<file path="config.mk">
export PLATFORM = sky130hd
export DESIGN_NAME = inst_fetch_unit
export DESIGN_NICKNAME = d
export VERILOG_FILES = /design/src/rtl/inst_fetch_unit.sv
export SDC_FILE = /design/constraint.sdc
export NUM_CORES = 1
export LEC_CHECK = 0
export ABC_AREA = 1
export CORE_ASPECT_RATIO = 0.8
export CORE_MARGIN = 1
export CORE_UTILIZATION = 43
export DETAILED_ROUTE_END_ITERATION = 6
export PLACE_DENSITY = 0.71
export SYNTH_ARGS = -nofsm -noshare
export SYNTH_HDL_FRONTEND = slang
export SYNTH_SLANG_ARGS = --single-unit
</file>
<file path="constraint.sdc">
create_clock -name i_clk -period 3.3 [get_ports i_clk]
set_input_delay 0.33 -clock i_clk [delete_from_list [all_inputs] [get_ports i_clk]]
set_output_delay 0.33 -clock i_clk [all_outputs]
set_load 0.1 [all_outputs]
</file>
<file path="src/rtl/inst_fetch_unit.sv">
// -----------------------------------------------------------------------------
// inst_fetch_unit
//
// Purpose:
//   Instruction fetch front end between the IF stage of the datapath and an
//   instruction memory with a request/ack handshake. A one-entry holding
//   buffer returns a repeated fetch of the same word with no wait. On a miss,
//   a three-state FSM (IDLE / REQ / ERR) issues one word-aligned bus request
//   and waits for the memory strobe. The returned word can reach the IF stage
//   in the same cycle as the ack (ack bypass). If the memory never answers,
//   the block parks in ERR with a sticky error flag until reset.
//
// Parameters:
//   TIMEOUT_CYCLES  number of REQ cycles without ack before ERR (1..255)
//
// Ports:
//   i_clk          main clock, all state changes on the rising edge
//   i_rst          synchronous active-high reset, highest priority
//   i_inst_ren     instruction read enable from the IF stage
//   i_inst_addr    byte address of the instruction wanted
//   i_inst_inval   one-cycle pulse that invalidates the holding buffer
//   o_inst_data    instruction returned to the IF stage (combinational)
//   o_inst_stall   high while the requested word is unavailable
//   o_fetch_err    sticky bus-timeout flag
//   o_bus_req      request strobe to instruction memory
//   o_bus_addr     word-aligned request address
//   i_bus_ack      one-cycle response strobe from memory
//   i_bus_rdata    response data, meaningful only with i_bus_ack
// -----------------------------------------------------------------------------
module inst_fetch_unit #(
  parameter int unsigned TIMEOUT_CYCLES = 255
) (
  input  logic        i_clk,
  input  logic        i_rst,
  input  logic        i_inst_ren,
  input  logic [31:0] i_inst_addr,
  input  logic        i_inst_inval,
  output logic [31:0] o_inst_data,
  output logic        o_inst_stall,
  output logic        o_fetch_err,
  output logic        o_bus_req,
  output logic [31:0] o_bus_addr,
  input  logic        i_bus_ack,
  input  logic [31:0] i_bus_rdata
);

  typedef enum logic [1:0] {
    ST_IDLE = 2'b00,
    ST_REQ  = 2'b01,
    ST_ERR  = 2'b10
  } state_t;

  // Counter compare value; the counter is 8 bits wide.
  localparam logic [7:0] TIMEOUT_LIM = 8'(TIMEOUT_CYCLES);

  // Clears the byte-offset bits so that every stored or compared address is
  // a word address.
  function automatic logic [31:0] word_align(input logic [31:0] addr);
    word_align = addr & 32'hFFFF_FFFC;
  endfunction

  // Architectural state.
  state_t      r_state;
  logic        r_buf_valid;
  logic [31:0] r_buf_addr;
  logic [31:0] r_buf_data;
  logic [31:0] r_req_addr;
  logic [7:0]  r_cnt;
  logic        r_fetch_err;

  // Next-state values produced by the combinational process.
  state_t      w_state_nxt;
  logic        w_buf_valid_nxt;
  logic [31:0] w_buf_addr_nxt;
  logic [31:0] w_buf_data_nxt;
  logic [31:0] w_req_addr_nxt;
  logic [7:0]  w_cnt_nxt;
  logic        w_fetch_err_nxt;

  // Decoded conditions.
  logic [31:0] w_inst_word;
  logic [7:0]  w_cnt_inc;
  logic        w_hit;
  logic        w_bypass;

  assign w_inst_word = word_align(i_inst_addr);
  assign w_cnt_inc   = r_cnt + 8'd1;

  // Buffer hit and ack bypass. Both are suppressed while reset is asserted so
  // that the IF stage sees a stall and a zero word during reset. The buffer
  // address is always stored word-aligned, so a full compare against the
  // aligned request address ignores the byte offset.
  always_comb begin
    w_hit    = 1'b0;
    w_bypass = 1'b0;
    if (i_rst) begin
      w_hit    = 1'b0;
      w_bypass = 1'b0;
    end else begin
      w_hit    = r_buf_valid & (r_buf_addr == w_inst_word) & ~i_inst_inval;
      w_bypass = (r_state == ST_REQ) & i_bus_ack & i_inst_ren &
                 (r_req_addr == w_inst_word);
    end
  end

  // State register with synchronous reset.
  always_ff @(posedge i_clk) begin
    if (i_rst) begin
      r_state     <= ST_IDLE;
      r_buf_valid <= 1'b0;
      r_buf_addr  <= 32'h0000_0000;
      r_buf_data  <= 32'h0000_0000;
      r_req_addr  <= 32'h0000_0000;
      r_cnt       <= 8'd0;
      r_fetch_err <= 1'b0;
    end else begin
      r_state     <= w_state_nxt;
      r_buf_valid <= w_buf_valid_nxt;
      r_buf_addr  <= w_buf_addr_nxt;
      r_buf_data  <= w_buf_data_nxt;
      r_req_addr  <= w_req_addr_nxt;
      r_cnt       <= w_cnt_nxt;
      r_fetch_err <= w_fetch_err_nxt;
    end
  end

  // FSM next state, buffer fill and timeout counting.
  always_comb begin
    w_state_nxt     = r_state;
    w_buf_valid_nxt = r_buf_valid;
    w_buf_addr_nxt  = r_buf_addr;
    w_buf_data_nxt  = r_buf_data;
    w_req_addr_nxt  = r_req_addr;
    w_cnt_nxt       = r_cnt;
    w_fetch_err_nxt = r_fetch_err;

    case (r_state)
      ST_IDLE: begin
        // Acks arriving here are stray and are dropped.
        if (i_inst_ren & ~w_hit) begin
          w_state_nxt    = ST_REQ;
          w_req_addr_nxt = w_inst_word;
          w_cnt_nxt      = 8'd0;
        end else begin
          w_state_nxt    = ST_IDLE;
        end
      end

      ST_REQ: begin
        // The fill completes even when the IF stage has moved on (redirect
        // or read enable dropped); the next IDLE cycle simply misses again.
        if (i_bus_ack) begin
          w_state_nxt = ST_IDLE;
          if (~i_inst_inval) begin
            w_buf_valid_nxt = 1'b1;
            w_buf_addr_nxt  = r_req_addr;
            w_buf_data_nxt  = i_bus_rdata;
          end else begin
            // Invalidate wins over the fill: nothing is loaded.
            w_buf_valid_nxt = 1'b0;
          end
        end else if (w_cnt_inc == TIMEOUT_LIM) begin
          w_state_nxt     = ST_ERR;
          w_cnt_nxt       = w_cnt_inc;
          w_fetch_err_nxt = 1'b1;
        end else begin
          w_cnt_nxt       = w_cnt_inc;
        end
      end

      ST_ERR: begin
        // Parked until reset; acks are ignored.
        w_state_nxt = ST_ERR;
      end

      default: begin
        w_state_nxt = ST_IDLE;
      end
    endcase

    // An invalidate pulse always empties the buffer on the next edge.
    if (i_inst_inval) begin
      w_buf_valid_nxt = 1'b0;
    end else begin
      w_buf_valid_nxt = w_buf_valid_nxt;
    end
  end

  // IF-stage facing outputs: data selection and stall.
  always_comb begin
    o_inst_data  = r_buf_data;
    o_inst_stall = 1'b0;
    if (i_rst) begin
      o_inst_data  = 32'h0000_0000;
      o_inst_stall = i_inst_ren;
    end else if (r_state == ST_ERR) begin
      // No word can ever arrive, so every read stalls.
      o_inst_data  = r_buf_data;
      o_inst_stall = i_inst_ren;
    end else if (w_bypass) begin
      o_inst_data  = i_bus_rdata;
      o_inst_stall = 1'b0;
    end else if (w_hit) begin
      o_inst_data  = r_buf_data;
      o_inst_stall = 1'b0;
    end else begin
      o_inst_data  = r_buf_data;
      o_inst_stall = i_inst_ren;
    end
  end

  // Memory facing outputs; request and address come straight from state.
  always_comb begin
    o_bus_req  = 1'b0;
    o_bus_addr = 32'h0000_0000;
    if (i_rst) begin
      o_bus_req  = 1'b0;
      o_bus_addr = 32'h0000_0000;
    end else begin
      o_bus_req  = (r_state == ST_REQ);
      o_bus_addr = r_req_addr;
    end
  end

  assign o_fetch_err = r_fetch_err;

endmodule

</file>
==> impl_results.md, run 1 <==
* Status: completed
* Syn-to-layout area delta at 39.5%
* Sequence of cells on the critical path: clkdlybuf4s50_1 > inv_1 > nand2_1 > nand4_1 > nor3_1 > nand2_1 > nor2_1 > nand2_2 > buf_12 > nand2_1 > nand2_1 > nor2_1 > buf_12
* Vias in the first global route at 4,996
* IO Port Bufs at 131
* Max transition margin at 24.0%
* Initial drt markers at 356
* Post-Syn Instances at 930
* Core Area at 12,900 µm²
* Critical path required time at 2.97 ns
* Reg2Reg Setup Slack at 1.25 ns
* Post-synthesis mux area share at 0%
* Worst path depth at 13
* Clock Skew at 0.00668 ns
* Critical path launch point type: primary input
* Post-layout nets at 1,103
* Predominant post-synthesis flop cell: dfxtp_1
* Routability Congestion at 0.807
* Grt total ovfl at 0
* Synth Cell Area at 5720 µm²
* H-tree Lvls at 3
* Pin count of the biggest net entering global routing at 96
* Largest family of logic cells by synthesized area: simple AND/OR/NAND/NOR gates
* Dpl hpwl at 10,500 µm
* Simple-gate share of the synthesized area at 30.1%
* Kind of critical path: primary input to output pin
* Crit-path slowest cell: clkdlybuf4s50_1
* RSZ-0062 raised after global routing: no
* Post-Synth Adder-Cell Area at 0.437%
* Worst IR Drop VDD at 0.265 mV
* Top cells by area, synth: dfxtp_1, nand2_1, nor2_1, inv_1, o21ai_0
* Share of the synthesized area in the top cell type at 36.4%
* Clock latency at the later pin of the worst-skew pair at 0.35 ns
* CTS Buffer Depth at 2
* Final worst path period need at 2.77 ns
* Sequential area share after synthesis at 36.4%
* Setup-failing EPs final at 0
* Critical Path End Type: output pin
* Area leader, netlist: dfxtp_1
* Cell with the most instances after synthesis: nand2_1
* ANT cells at 0
* FF-to-FF End: r_req_addr[23]$_SDFFE_PP0P_
* Hold Slack at 0.451 ns
* Final ANT Viol Nets at 0
* TNS Setup at 0 ns
* DR DRC count at 0
* Post CTS Setup Buffer Count at 0
* Pre-antenna DRT Iters at 5
* DIE HEIGHT at 105 µm
* Layout cell share with drive strength beyond 1 at 10.0%
* Global-route wire length before repair at 24,300 µm
* Final wirelength at 14,900 µm
* IO Pins at 136
* Commonest cells post-synth: nand2_1, nor2_1, inv_1
* Tot GR Track Use at 22.4%
* WP data arrival at 2.44 ns
* #FFs+latches synth at 104
* Root buf cell: clkbuf_16
* YS warnings at 0
* Clk slew on worst S/H paths at 0.07 ns
* Post-DR vias/cell at 4.74
* Final Cycle Share at 84.0%
* Fmax at 361 MHz
* Worst-Margin Slew at 1.14 ns
* Pwr Density at 406 nW/µm²
* Vias at 5,743
* R2R depth at 12
* Num CTS Buffers at 9
* Cts hold-fix bufs at 0
* CTS resizes at 0
* Synth cell types at 32
* Worst r2r src: r_buf_addr[24]$_SDFFE_PP0P_
* Max incr delay on CP at 0.52 ns
* Chip width at 131 µm
* Hold Vio Cnt, Final at 0
* Family with the most delay on the worst path: simple AND/OR/NAND/NOR gates
* Async SR Flop Fraction at 0%
* Initial antenna violation count at 0
* CTS tree: yes
* Number of synthesized flops with an enable pin at 0
* Fin. max-slew vios at 0
* Max-Cap Viols at 0
* Syn Area/Cell at 6.15 µm²
* Static Leak at 3.60 nW
* Crit-path max FO at 65
* Die area at 13,800 µm²
* Starting Density at 44.3%
* WP buf/inv at 4
* Synth Area in Compound Gates at 16.1%
* DR WL/cell at 12.3 µm
* Crit path top cell by count: nand2_1
* Core Rows at 37
* XOR/XNOR Fraction of Synth Area at 2.75%
* Worst setup path start: i_inst_addr[8]
* Worst setup endpoint: o_inst_data[24]
* Clk sinks at 104
* Worst hold path class: flip-flop to flip-flop
## worst min path at each step
| stage | start | end | cells after the start |
|---|---|---|---|
| floorplan | r_buf_data[0]$_SDFFE_PP0P_ | r_buf_data[0]$_SDFFE_PP0P_ | 2 |
| finish | r_buf_data[15]$_SDFFE_PP0P_ | r_buf_data[15]$_SDFFE_PP0P_ | 2 |
| CTS | r_buf_data[30]$_SDFFE_PP0P_ | r_buf_data[30]$_SDFFE_PP0P_ | 2 |
| detailed placement | r_buf_data[30]$_SDFFE_PP0P_ | r_buf_data[30]$_SDFFE_PP0P_ | 2 |
| global route | r_buf_data[16]$_SDFFE_PP0P_ | r_buf_data[16]$_SDFFE_PP0P_ | 2 |
| global placement | r_buf_data[26]$_SDFFE_PP0P_ | r_buf_data[26]$_SDFFE_PP0P_ | 2 |
## cells in the final DEF (no fill, tap or decap), types with 9 or more instances in the layout
cell,count
a21oi_1,67
buf_12,65
clkbuf_16,9
clkdlybuf4s50_1,67
dfxtp_1,104
inv_1,139
nand2_1,203
nand3_1,16
nor2_1,193
nor3_1,10
o21ai_0,73
o21ai_1,22
xnor2_1,9
xor2_1,9
## cells by family after synthesis
| logic type | Yosys count |
|---|---|
| fa+ha+maj | 2 |
| simple gates | 439 |
| buf+inv | 190 |
| compound gates | 176 |
| xor+xnor | 18 |
| other cells | 1 |
| flops | 104 |
## through the flow
step | total power (W) | worst slack [ns] | util (%) | std cells | cell area, µm²
2_1_floorplan | 0.00193 | 0.353 | - | 931 | 5730
3_3_place_gp | 0.00223 | 0.544 | 59.6 | 1196 | 7700
3_5_place_dp | 0.00224 | 0.500 | 59.6 | 1196 | 7700
4_1_cts | 0.00327 | 0.536 | 61.8 | 1212 | 7990
5_1_grt | 0.00340 | 0.371 | 61.8 | 1212 | 7990
6_report | 0.00324 | 0.529 | 61.8 | 1212 | 7990
## power breakdown
part           switching, W  internal [W]  total, W
combinational      0.000537      0.000305  0.000842
sequential        0.0000458       0.00133   0.00137
clock              0.000487      0.000538   0.00103
total               0.00107       0.00217   0.00324
## sequential cells by signal (all words and copies together) (netlist names)
register and cells:
r_cnt 8, o_fetch_err 1, r_state 2, r_req_addr 30, r_buf_valid 1, r_buf_data 32
r_buf_addr 30
## cell type report
cell class / instances / area, µm²
repair buffers: 138 / 2020
multi-input cells: 637 / 2850
clock buffers: 11 / 243
flip-flops and latches: 104 / 2080
well taps: 175 / 219
clock inverters: 5 / 40.0
inverters: 142 / 538
fillers: 1164 / 4930
## worst reg2reg max path: cells and delay by family (launching register included)
kind / cells / cell delay (ns)
buffers and inverters: 2 / 0.87
DFF: 1 / 0.35
and+or+nand+nor: 10 / 0.78
## per-layer routing
metal  global-route usage [%]  up-vias  routed length, µm
met5                        0        -                  0
met4                     5.34        0                174
met3                     4.10       14                665
met2                     34.0      123               6750
met1                     32.3     2559               7310
li1                         -     3047                  -
No activity file was read; power rests on OpenSTA's default activity.
==> run 2, diff against run 1 <==
==> constraint.sdc (replaced) <==
create_clock -name i_clk -period 2.59 [get_ports i_clk]
set_input_delay 0.259 -clock i_clk [delete_from_list [all_inputs] [get_ports i_clk]]
set_output_delay 0.259 -clock i_clk [all_outputs]
set_load 0.1 [all_outputs]
==> run 2 against run 1 <==
  * Critical path type unchanged
  * Sequential power rose by 28%
  * Sequential share of layout area decreased by 1.6 points
  * Cell area up 6.9%
  * Worst hold slack worse by 0.19 ns
  * Total power increased by 32%
  * Global-route usage up 0.31 points
  * Sequential cell count unchanged
  * Worst setup slack worse by 0.48 ns
  * Largest power group unchanged
==> impl_results.md, run 2 (synthesis gave the netlist of run 1 again) <==
* Tot Pwr at 0.00427 W (+32%)
* Final std cells w/o fill at 1,223 (+0.91%)
* Kind of critical path: primary input to output pin
* DR DRC count at 0 (unchanged)
* DR WL/cell at 13.1 µm (+6.4%)
* Chip width at 131 µm (unchanged)
* WP data arrival at 2.28 ns (-0.16 ns)
* Dpl hpwl at 10,500 µm (+0.20%)
* Family with the most delay on the worst path: buffers and inverters
* R2R depth at 8 (-4)
* Num CTS Buffers at 9 (unchanged)
* Worst IR Drop VDD at 0.335 mV (+26%)
* RSZ-0062 raised after global routing: yes
* Vias at 5,882 (+2.4%)
* DIE HEIGHT at 105 µm (unchanged)
* Sequence of cells on the critical path: clkdlybuf4s50_1 > inv_1 > o22ai_1 > nor3_1 > nand2_1 > nor2_2 > nand2_4 > buf_12 > buf_8 > nor2_1 > nor2_2 > buf_12
* Starting Density at 44.3% (unchanged)
* Static Leak at 3.85 nW (+6.9%)
* H-tree Lvls at 3 (unchanged)
* WP buf/inv at 5 (+1)
* Most frequent cells in the layout: nand2_1, nor2_1, inv_1
* Critical Path End Type: output pin
* Hold Crit Start: i_inst_addr[10]
* Final ANT Viol Nets at 0 (unchanged)
* Global-route wire length before repair at 24,600 µm (+1.1%)
* Max-Cap Viols at 0 (unchanged)
* IO Pins at 136 (unchanged)
* Initial antenna violation count at 0 (unchanged)
* Pin count of the biggest net entering global routing at 133 (+39%)
* Setup-failing EPs final at 0 (unchanged)
* Max incr delay on CP at 0.51 ns (about the same)
* Worst r2r src: r_state[0]$_SDFFE_PP0P_
* Core Area at 12,900 µm² (unchanged)
* ANT cells at 0 (unchanged)
* Grt total ovfl at 0 (unchanged)
* Fin util at 66.1% (+4.2 points)
* Cts hold-fix bufs at 0 (unchanged)
* Hold Vio Cnt, Final at 0 (unchanged)
* Routability Congestion at 0.787 (-2.4%)
* CTS tree: yes
* Root buf cell: clkbuf_16
* IO Port Bufs at 131 (unchanged)
* Final Cycle Share at 98.1%
* Clk sinks at 104 (unchanged)
* Pwr Density at 501 nW/µm² (+23%)
* Critical path required time at 2.33 ns (-0.64 ns)
* Final wirelength at 16,000 µm (+7.3%)
* Crit-path max FO at 16 (-75%)
* Max transition margin at 58.7% (+35 points)
* Hold Slack at 0.262 ns (-0.190 ns)
* Inst Count DP at 1,201 (+0.42%)
* CTS Buffer Depth at 2 (unchanged)
* Core Rows at 37 (unchanged)
* Fmax at 394 MHz
* Setup ws final at 0.0499 ns (-0.479 ns)
* Pre-antenna DRT Iters at 5 (unchanged)
* Biggest register: r_buf_data
* Syn-to-layout area delta at 49.1%
* Initial drt markers at 408 (+15%)
* Final worst path period need at 2.54 ns
* Status: completed
* Top Registers: r_buf_data x32, r_buf_addr x30, r_req_addr x30
* Vias in the first global route at 5,078 (+1.6%)
* Worst hold path class: primary input to flip-flop
* Most common cell after layout, fill and taps aside: nand2_1
* Die area at 13,800 µm² (unchanged)
* FF-to-FF End: r_cnt[0]$_SDFFE_PP0P_
* Dpl ws at 0.00589 ns (-0.494 ns)
* Reg2Reg Setup Slack at 0.79 ns (-0.46 ns)
* Layout cell share with drive strength beyond 1 at 19.4% (+9.3 points)
* Worst-Margin Slew at 0.618 ns (-0.520 ns)
* Clock Skew at 0.00523 ns (-0.00146 ns)
* Post-DR vias/cell at 4.81 (+1.5%)
* Reg area at 2090 µm² (+0.48%)
* Critical path launch point type: primary input
* Fin. max-slew vios at 0 (unchanged)
* Fillers at 1,091 (-6.3%)
* Tot GR Track Use at 22.7% (+0.31 points)
* Worst setup path start: i_inst_addr[21]
* Area of the multi-input gates at 3110 µm² (+9.2%)
* Post-layout nets at 1,114 (+1.0%)
* Clock latency at the later pin of the worst-skew pair at 0.35 ns (about the same)
* Clk slew on worst S/H paths at 0.07 ns (about the same)
* Number of flip-flops in the largest register at 32 (unchanged)
* Hold path cells at 3 (+1)
* Worst hold endpoint: r_req_addr[10]$_SDFFE_PP0P_
* Crit-path slowest cell: clkdlybuf4s50_1
run 2: changes by cell type in the layout (fill, tap and decap cells not counted), sizes merged:
cell and delta:
buf +8, bufinv +1, clkbuf +4, clkdlybuf4s50 -13, clkinv +2, clkinvlp -1, dlymetal6s2s +12, inv -2
run 2: tightest hold or removal path, cell delays in order:
cell,delay (ns)
dlymetal6s2s_1,0.15
o21ai_1,0.09
nor2_1,0.07
run 2: timing repair:
action	CTS	global route
resized for setup	1	77
buffers inserted	0	1
endpoints found under the hold margin	0	0
setup endpoints to repair	1	32
pin swaps	0	23
gates cloned	0	5
run 2: layout make-up:
class	count	share of cell area, %
multi-input cells	637	36.4
inverters	142	6.30
flip-flops and latches	104	24.5
well taps	175	2.57
clock buffers	11	2.96
repair buffers	149	26.6
clock inverters	5	0.645
run 2: worst max path at each step:
stage | to | slack, ns | cells after the start
floorplan | o_inst_data[10] | 0.23 | 12
global placement | o_inst_data[19] | 0.06 | 12
finish | o_inst_data[20] | 0.05 | 12
detailed placement | o_inst_data[10] | 0.006 | 12
CTS | o_inst_data[10] | 0.07 | 12
global route | o_inst_data[14] | -0.06 | 12
run 2: layer usage:
layer	vias up	share of wire [%]	GRT usage (%)
li1	3076	-	-
met5	-	0	0
met2	151	45	33.8
met4	0	1.3	5.01
met1	2642	49	33.0
met3	13	4.8	4.76
run 2: report_power, final:
group | switching, W | total, W | internal [W]
Combinational | 0.000702 | 0.00111 | 0.000408
Sequential | 0.0000595 | 0.00175 | 0.00169
Clock | 0.000611 | 0.00141 | 0.000800
Total | 0.00137 | 0.00427 | 0.00290
run 2: metrics by stage:
step	TNS (ns)	instance area [µm²]
2_1_floorplan	0	5810
3_3_place_gp	0	7870
3_5_place_dp	0	7870
4_1_cts	0	8180
5_1_grt	-0.945	8530
6_report	0	8530
